--- config.mk ---
export PLATFORM = sky130hd
export DESIGN_NAME = multicycle_control
export DESIGN_NICKNAME = d
export VERILOG_FILES = /design/src/rtl/multicycle_control.sv
export SDC_FILE = /design/constraint.sdc
export NUM_CORES = 1
export LEC_CHECK = 0
export ABC_AREA = 1
export BUFFER_PORTS_ARGS = -buffer_cell sky130_fd_sc_hd__buf_2
export CORE_MARGIN = 4
export CORE_UTILIZATION = 39
export CTS_CLUSTER_SIZE = 25
export DETAILED_ROUTE_END_ITERATION = 8
export PLACE_DENSITY = 0.77
export SLEW_MARGIN = 30
export SYNTH_ARGS = -nofsm -noshare
export SYNTH_HDL_FRONTEND = slang
export SYNTH_SLANG_ARGS = --single-unit
--- constraint.sdc ---
create_clock -name clk -period 1.8 [get_ports clk]
set_clock_uncertainty 0.1 [all_clocks]
set_input_delay 0.54 -clock clk [delete_from_list [all_inputs] [get_ports clk]]
set_output_delay 0.54 -clock clk [all_outputs]
set_load 0.01 [all_outputs]
--- src/rtl/multicycle_control.sv ---
// multicycle_control: main control FSM for the multi-cycle RV32 datapath.
// It sequences lw, sw, R-type, I-type ALU and beq through fetch, decode,
// execute, memory and writeback. It also drives alu_op/func_code into the
// ALU control decoder, and all datapath selects and write strobes.
// Optional feature: define MC_ILLEGAL_TRAP_EN to add a TRAP state and a trap
// output for unsupported opcodes. Without it, an unsupported opcode is a NOP.
// MAX_WAIT = 0 disables the memory-wait timeout.
module multicycle_control #(
  parameter int MAX_WAIT = 0
) (
  input  logic       clk,
  input  logic       reset,
  input  logic [6:0] opcode,
  input  logic [2:0] funct3,
  input  logic       funct7_5,
  input  logic       zero,
  input  logic       mem_ready,
  output logic       pc_write,
  output logic       ir_write,
  output logic       reg_write,
  output logic       mem_write,
  output logic       adr_src,
  output logic [1:0] alu_src_a,
  output logic [1:0] alu_src_b,
  output logic [1:0] result_src,
  output logic [1:0] alu_op,
  output logic [3:0] func_code,
  output logic       instr_retired,
  output logic       mem_timeout,
`ifdef MC_ILLEGAL_TRAP_EN
  output logic       trap,
`endif
  output logic [3:0] state_o
);

  typedef enum logic [3:0] {
    S_FETCH    = 4'd0,
    S_DECODE   = 4'd1,
    S_MEMADR   = 4'd2,
    S_MEMREAD  = 4'd3,
    S_MEMWB    = 4'd4,
    S_MEMWRITE = 4'd5,
    S_EXECR    = 4'd6,
    S_EXECI    = 4'd7,
    S_ALUWB    = 4'd8,
    S_BEQ      = 4'd9,
    S_TRAP     = 4'd10
  } state_t;

  localparam logic [6:0] OP_LW   = 7'b0000011;
  localparam logic [6:0] OP_SW   = 7'b0100011;
  localparam logic [6:0] OP_RTYP = 7'b0110011;
  localparam logic [6:0] OP_ITYP = 7'b0010011;
  localparam logic [6:0] OP_BEQ  = 7'b1100011;

  // The counter stays one bit wide when the timeout is disabled so it is never zero-width.
  localparam int              CW       = (MAX_WAIT == 0) ? 1 : $clog2(MAX_WAIT + 1);
  localparam logic [CW-1:0]   WAIT_LIM = CW'(MAX_WAIT);

  state_t          state_q, state_d;
  logic [CW-1:0]   wait_q, wait_d;
  logic            wait_state_s;
  logic            timeout_s;

  // Detect a memory-wait state and expiry of the wait limit; a ready memory beats the limit.
  always_comb begin
    wait_state_s = (state_q == S_FETCH) || (state_q == S_MEMREAD) || (state_q == S_MEMWRITE);
    timeout_s    = (MAX_WAIT != 0) && wait_state_s && !mem_ready && (wait_q == WAIT_LIM);
  end

  // Next-state selection for the instruction sequence.
  always_comb begin
    state_d = state_q;
    case (state_q)
      S_FETCH: begin
        if (timeout_s)      state_d = S_FETCH;
        else if (mem_ready) state_d = S_DECODE;
        else                state_d = S_FETCH;
      end
      S_DECODE: begin
        case (opcode)
          OP_LW, OP_SW: state_d = S_MEMADR;
          OP_RTYP:      state_d = S_EXECR;
          OP_ITYP:      state_d = S_EXECI;
          OP_BEQ:       state_d = S_BEQ;
`ifdef MC_ILLEGAL_TRAP_EN
          default:      state_d = S_TRAP;
`else
          default:      state_d = S_FETCH;
`endif
        endcase
      end
      S_MEMADR: begin
        if (opcode == OP_SW) state_d = S_MEMWRITE;
        else                 state_d = S_MEMREAD;
      end
      S_MEMREAD: begin
        if (timeout_s)      state_d = S_FETCH;
        else if (mem_ready) state_d = S_MEMWB;
        else                state_d = S_MEMREAD;
      end
      S_MEMWB:    state_d = S_FETCH;
      S_MEMWRITE: begin
        if (mem_ready || timeout_s) state_d = S_FETCH;
        else                        state_d = S_MEMWRITE;
      end
      S_EXECR:    state_d = S_ALUWB;
      S_EXECI:    state_d = S_ALUWB;
      S_ALUWB:    state_d = S_FETCH;
      S_BEQ:      state_d = S_FETCH;
`ifdef MC_ILLEGAL_TRAP_EN
      S_TRAP:     state_d = S_TRAP;
`endif
      default:    state_d = S_FETCH;
    endcase
  end

  // Wait counter: clears on any state change or timeout, counts stalled wait cycles.
  always_comb begin
    if ((state_d != state_q) || timeout_s) begin
      wait_d = '0;
    end else if ((MAX_WAIT != 0) && wait_state_s && !mem_ready) begin
      wait_d = wait_q + CW'(1);
    end else begin
      wait_d = wait_q;
    end
  end

  // State and wait-counter registers; reset aborts any instruction in flight.
  always_ff @(posedge clk or posedge reset) begin
    if (reset) begin
      state_q <= S_FETCH;
      wait_q  <= '0;
    end else begin
      state_q <= state_d;
      wait_q  <= wait_d;
    end
  end

  // func_code feeds the ALU control decoder regardless of state.
  always_comb begin
    if (opcode == OP_RTYP)      func_code = {funct7_5, funct3};
    else if (opcode == OP_ITYP) func_code = {1'b0, funct3};
    else                        func_code = 4'b0000;
  end

  // Datapath selects and strobes decoded from the current state; strobes are held low in reset.
  always_comb begin
    pc_write      = 1'b0;
    ir_write      = 1'b0;
    reg_write     = 1'b0;
    mem_write     = 1'b0;
    adr_src       = 1'b0;
    alu_src_a     = 2'b00;
    alu_src_b     = 2'b00;
    result_src    = 2'b00;
    alu_op        = 2'b00;
    instr_retired = 1'b0;
    case (state_q)
      S_FETCH: begin
        alu_src_b  = 2'b10;
        result_src = 2'b10;
        pc_write   = mem_ready;
        ir_write   = mem_ready;
      end
      S_DECODE: begin
        alu_src_a = 2'b01;
        alu_src_b = 2'b01;
      end
      S_MEMADR: begin
        alu_src_a = 2'b10;
        alu_src_b = 2'b01;
      end
      S_MEMREAD: adr_src = 1'b1;
      S_MEMWB: begin
        result_src    = 2'b01;
        reg_write     = 1'b1;
        instr_retired = 1'b1;
      end
      S_MEMWRITE: begin
        adr_src       = 1'b1;
        mem_write     = !timeout_s;
        instr_retired = mem_ready;
      end
      S_EXECR: begin
        alu_src_a = 2'b10;
        alu_op    = 2'b10;
      end
      S_EXECI: begin
        alu_src_a = 2'b10;
        alu_src_b = 2'b01;
        alu_op    = 2'b10;
      end
      S_ALUWB: begin
        reg_write     = 1'b1;
        instr_retired = 1'b1;
      end
      S_BEQ: begin
        alu_src_a     = 2'b10;
        alu_op        = 2'b01;
        pc_write      = zero;
        instr_retired = 1'b1;
      end
      default: begin
        pc_write = 1'b0;
      end
    endcase
    if (reset) begin
      pc_write      = 1'b0;
      ir_write      = 1'b0;
      reg_write     = 1'b0;
      mem_write     = 1'b0;
      instr_retired = 1'b0;
    end else begin
      instr_retired = instr_retired;
    end
  end

  assign mem_timeout = timeout_s && !reset;
  assign state_o     = state_q;
`ifdef MC_ILLEGAL_TRAP_EN
  assign trap        = (state_q == S_TRAP) && !reset;
`endif

endmodule

After elaboration in Yosys (flattened, before gate mapping) --
Cells that the tools add are included.
Storage, ports and cells: register bits 4, latch bits 0, RAM bits 0, bits in read-only memories 0, output and inout bits 23, memories kept 0
Operators by class: $add $sub $neg 0, multiply operators 0, divide/modulo/power cells 0, order comparisons 0, equality and inequality tests 14, shifts and indexed selects 0, mux-type cells 23, bitwise operators 0, reductions and logical operators 8
Operators with widths (number):
- $pmux 4 s6 | 1
- $eq 4x3->1 const B | 4
- $pmux 2 s2 | 4
- $pmux 4 s4 | 1
- $eq 7x6->1 const B | 2
- $mux 3 | 4
- $mux 1 | 10
- $eq 4x2->1 const B | 2
- $eq 4x4->1 const B | 2
- $reduce_or 2->1 | 4
- $eq 7x2->1 const B | 1
- $eq 7x5->1 const B | 1
- $eq 7x7->1 const B | 1
- $reduce_or 3->1 | 2
- $eq 4x1->1 const B | 1
- $logic_not 4->1 | 1
- $mux 4 | 1
- $pmux 1 s2 | 2
- $reduce_or 4->1 | 1

Logic depth before layout (Yosys ltp) --
depth in word-level cells 4, depth in mapped cells 8

Worst setup path before layout --
Ideal clock, no wire load.
path kind in2out, from in opcode[2], to out func_code[0], arrival time 1.238 ns, data required time 1.160 ns, setup slack -0.078 ns, stages on the path 5, path buffers 0, cell sequence inv_1 > nand2_1 > nor2_1 > nand2_1 > nor2_1
Between the ends: longest elaborated chain between the ends 3, elaborated cells on any way between the ends 4, classes of those cells 2 x eq/ne; 2 x mux
RTL lines:
- from (decl) | line 13 | input logic [6:0] opcode,
- $eq 7x5->1 | line 143 | else if (opcode == OP_ITYP) func_code = {1'b0, funct3};
- $mux 3 | line 143
- $mux 4 (*) | line 142 | if (opcode == OP_RTYP) func_code = {funct7_5, funct3};
- to (decl) | line 27 | output logic [3:0] func_code,
Every way passes the cells marked *; elsewhere a longest branch is shown, timed or not.

Worst setup path after layout --
from reg state_q[1] (netlist: state_o[1]), to out alu_src_a[1]
Between the ends: longest elaborated chain between the ends 3, elaborated cells on any way between the ends 7, classes of those cells 5 x eq/ne; 1 x mux; 1 x reduce/logical
RTL lines:
- from (decl) | line 60 | state_t state_q, state_d;
- from (signal assigned) | line 135 | state_q <= state_d;
- $eq 4x4->1 (tied with other cells) | line 159 | case (state_q)
- $reduce_or 4->1 (no source line)
- $pmux 2 s2 (*) | line 159
- to (decl) | line 23 | output logic [1:0] alu_src_a,
Marks and branches as above.

==> impl_results.md <==
- Outcome: finished, violations left
- Failing checks: setup timing
- Total power: between 700 and 800 µW
- RR Endpoint: state_o[0]
- Row count: 13
- Post-Syn Nets: 108
- Clock Path Buffers: 2
- Die height: 44.84 µm
- Share of total power in combinational logic: 0.656
- Die Area: 2011 µm²
- Worst Reg2Reg Path Length in Cells: 8
- PnR worst setup slack: -0.2310 ns
- Vias per inst: 4.807
- Layout cells sized above 1: 0.6093
- Sequential power share: 0.196
- DRT antenna net count: 0
- Worst Path Max Fanout: 4
- Worst Hold Class: input pin to asynchronous set/reset pin
- Final WL: 1933 µm
- Netlist cell types: 19
- Core Area: roughly 1300 µm²
- Critical path, cell by cell: inv_4 -> nand2_8 -> nor3_4 -> buf_4 -> nor2_2 -> nand2_1 -> buf_2
- Worst path required time: 1.16 ns
- CTS tree: yes
- Initial antenna violation count: 0
- Vias: 798
- Final Util: 0.7897
- H-tree levels: 1
- Vias in the first global route: 759
- Critical Path Source Type: flip-flop
- Routability congestion estimate: 0.9277
- Total track usage: 0.1929
- Final HPWL DP: 1367 µm
- Final worst path period need: around 2 ns
- Drt first-iter violations: 23
- Clock latency on the worst-skew pair: 0.23 ns
- Cts bufs inserted: 3
- P_sw: 310.3 µW
- Post-CTS Hold Buffers: 0
- Setup crit end kind: output port
- R2R Path Start: state_o[2]
- Sw frac: 0.4303
- Final period util: 1.128
- Average routed wire per standard cell: roughly 12 µm
- Nets: 168
- First-pass GRT wire length: roughly 3000 µm
- CP max stage delay: approximately 0.44 ns
- Starting Density: 0.4119
- Yosys warning count: 0
- Clock power share: 0.148
- Port bufs: 36
- Pre-Repair DR Iteration Count: 4
- Max reg flops: 4
- Synthesized area: roughly 530 µm²
- Peak VDD IR: between 0.3 and 0.4 mV
- CP max-delay cell: dfrtp_2
- Max-slew violations: 0
- Max cap viols: 0
- Pre-CTS setup slack: -0.03698 ns
- Syn Inst Count: 93
- Final Setup Violations: 12
- #FFs+latches synth: 4
- GRT Residual Overflow: 0
- WS Path Type: flip-flop to output port
- CTS Root Cell: clkbuf_4
- Ant. Diodes: 0
- Pint: 410.7 µW
- Pin count of the biggest net entering global routing: 7
- CTS sink count: 4
- PwrDens: 710.5 nW/µm²
- Area delta synth->final: 91.73%
- Static Leak: 0.6053 nW
- WHS: 0.1366 ns
- Final hold vios: 0
- Die Wd: 44.84 µm
- WP data arrival: 1.39 ns
- Drc violations: 0
- Most common cell after layout, fill and taps aside: buf_2
- # IOs: 38
- Commonest cells after routing, fill and taps aside: buf_2, buf_4, nand2_1
- Worst R2R Setup Slack: 0.41 ns
- Clk slew on worst S/H paths: around 0.040 ns
- RSZ-0062 raised after global routing: true
- Register area share after synthesis: 0.1891
- Max Clk Rate: a little under 0.5 GHz
- Mean post-synth cell area: 5.691 µm²
## synthesized netlist by cell type (all sizes together)
library cell / number / area share
inv: 21 / 0.15
nand3: 9 / 0.095
o211ai: 1 / 0.014
o31ai: 2 / 0.028
nor2: 21 / 0.18
buf: 2 / 0.028
dfrtp: 4 / 0.19
conb: 1 / 0.0071
nor3: 3 / 0.050
nand4: 2 / 0.024
nand2: 24 / 0.20
a21oi: 3 / 0.028
## power groups by stage
stage	sequential, mW	clock, mW	combinational (mW)
after floorplan	0.129	0	0.203
after global placement	0.132	0	0.319
after detailed placement	0.133	0	0.326
after CTS	0.131	0.109	0.393
after global routing	0.143	0.116	0.513
final	0.141	0.107	0.473
## layer usage
metal	track usage	vias up	routed length [µm]
met5	0	-	0
met4	0.06433	0	0
met3	0.03586	0	143
met2	0.3725	35	1045
met1	0.2063	365	744
li1	-	398	-
## cell families after synthesis
logic type,count (synthesis),share of synthesized area
simple gates,59,0.5508
buf+inv,23,0.1820
compound gates,6,0.07091
flops,4,0.1891
other cells,1,0.007085
## worst max-delay path: cells and delay by family, from the launching register on
family | cells | cell delay (ns)
flops | 1 | 0.44
simple gates | 4 | 0.34
buf+inv | 3 | 0.37
## area by class of cell
type	count	area (µm²)
clock buffer	3	22.52
fill	96	270.3
inverter	21	83.83
multi-input combinational	66	411.6
sequential	4	103.9
tap	15	18.77
timing repair buffer	57	374.1
## worst max path at each step
| stage | start | endpoint | slack, ns |
|---|---|---|---|
| after floorplan | state_o[1] | pc_write | -0.006 |
| after global routing | state_o[1] | alu_src_a[1] | -0.29 |
| after CTS | state_o[0] | instr_retired | -0.15 |
| final | state_o[1] | alu_src_a[1] | -0.23 |
| after detailed placement | opcode[2] | func_code[2] | -0.04 |
| after global placement | state_o[0] | alu_src_b[0] | 0.002 |
## through the flow
| step | cell area, µm² | setup TNS, ns | cells |
|---|---|---|---|
| after floorplan | 535.5 | -0.005942 | 93 |
| after global placement | 779.5 | 0 | 150 |
| final | 1015 | -1.606 | 166 |
| after detailed placement | 779.5 | -0.1006 | 150 |
| after global routing | 1015 | -2.518 | 166 |
| after CTS | 903.4 | -1.037 | 159 |
## timing repair
item                       CTS  global route
cloned                       0             0
setup buffers                6             7
setup endpoints to repair   18            18
gates resized for setup     20            15
pin swaps                    5             7
(Power assumes the default switching activity.)
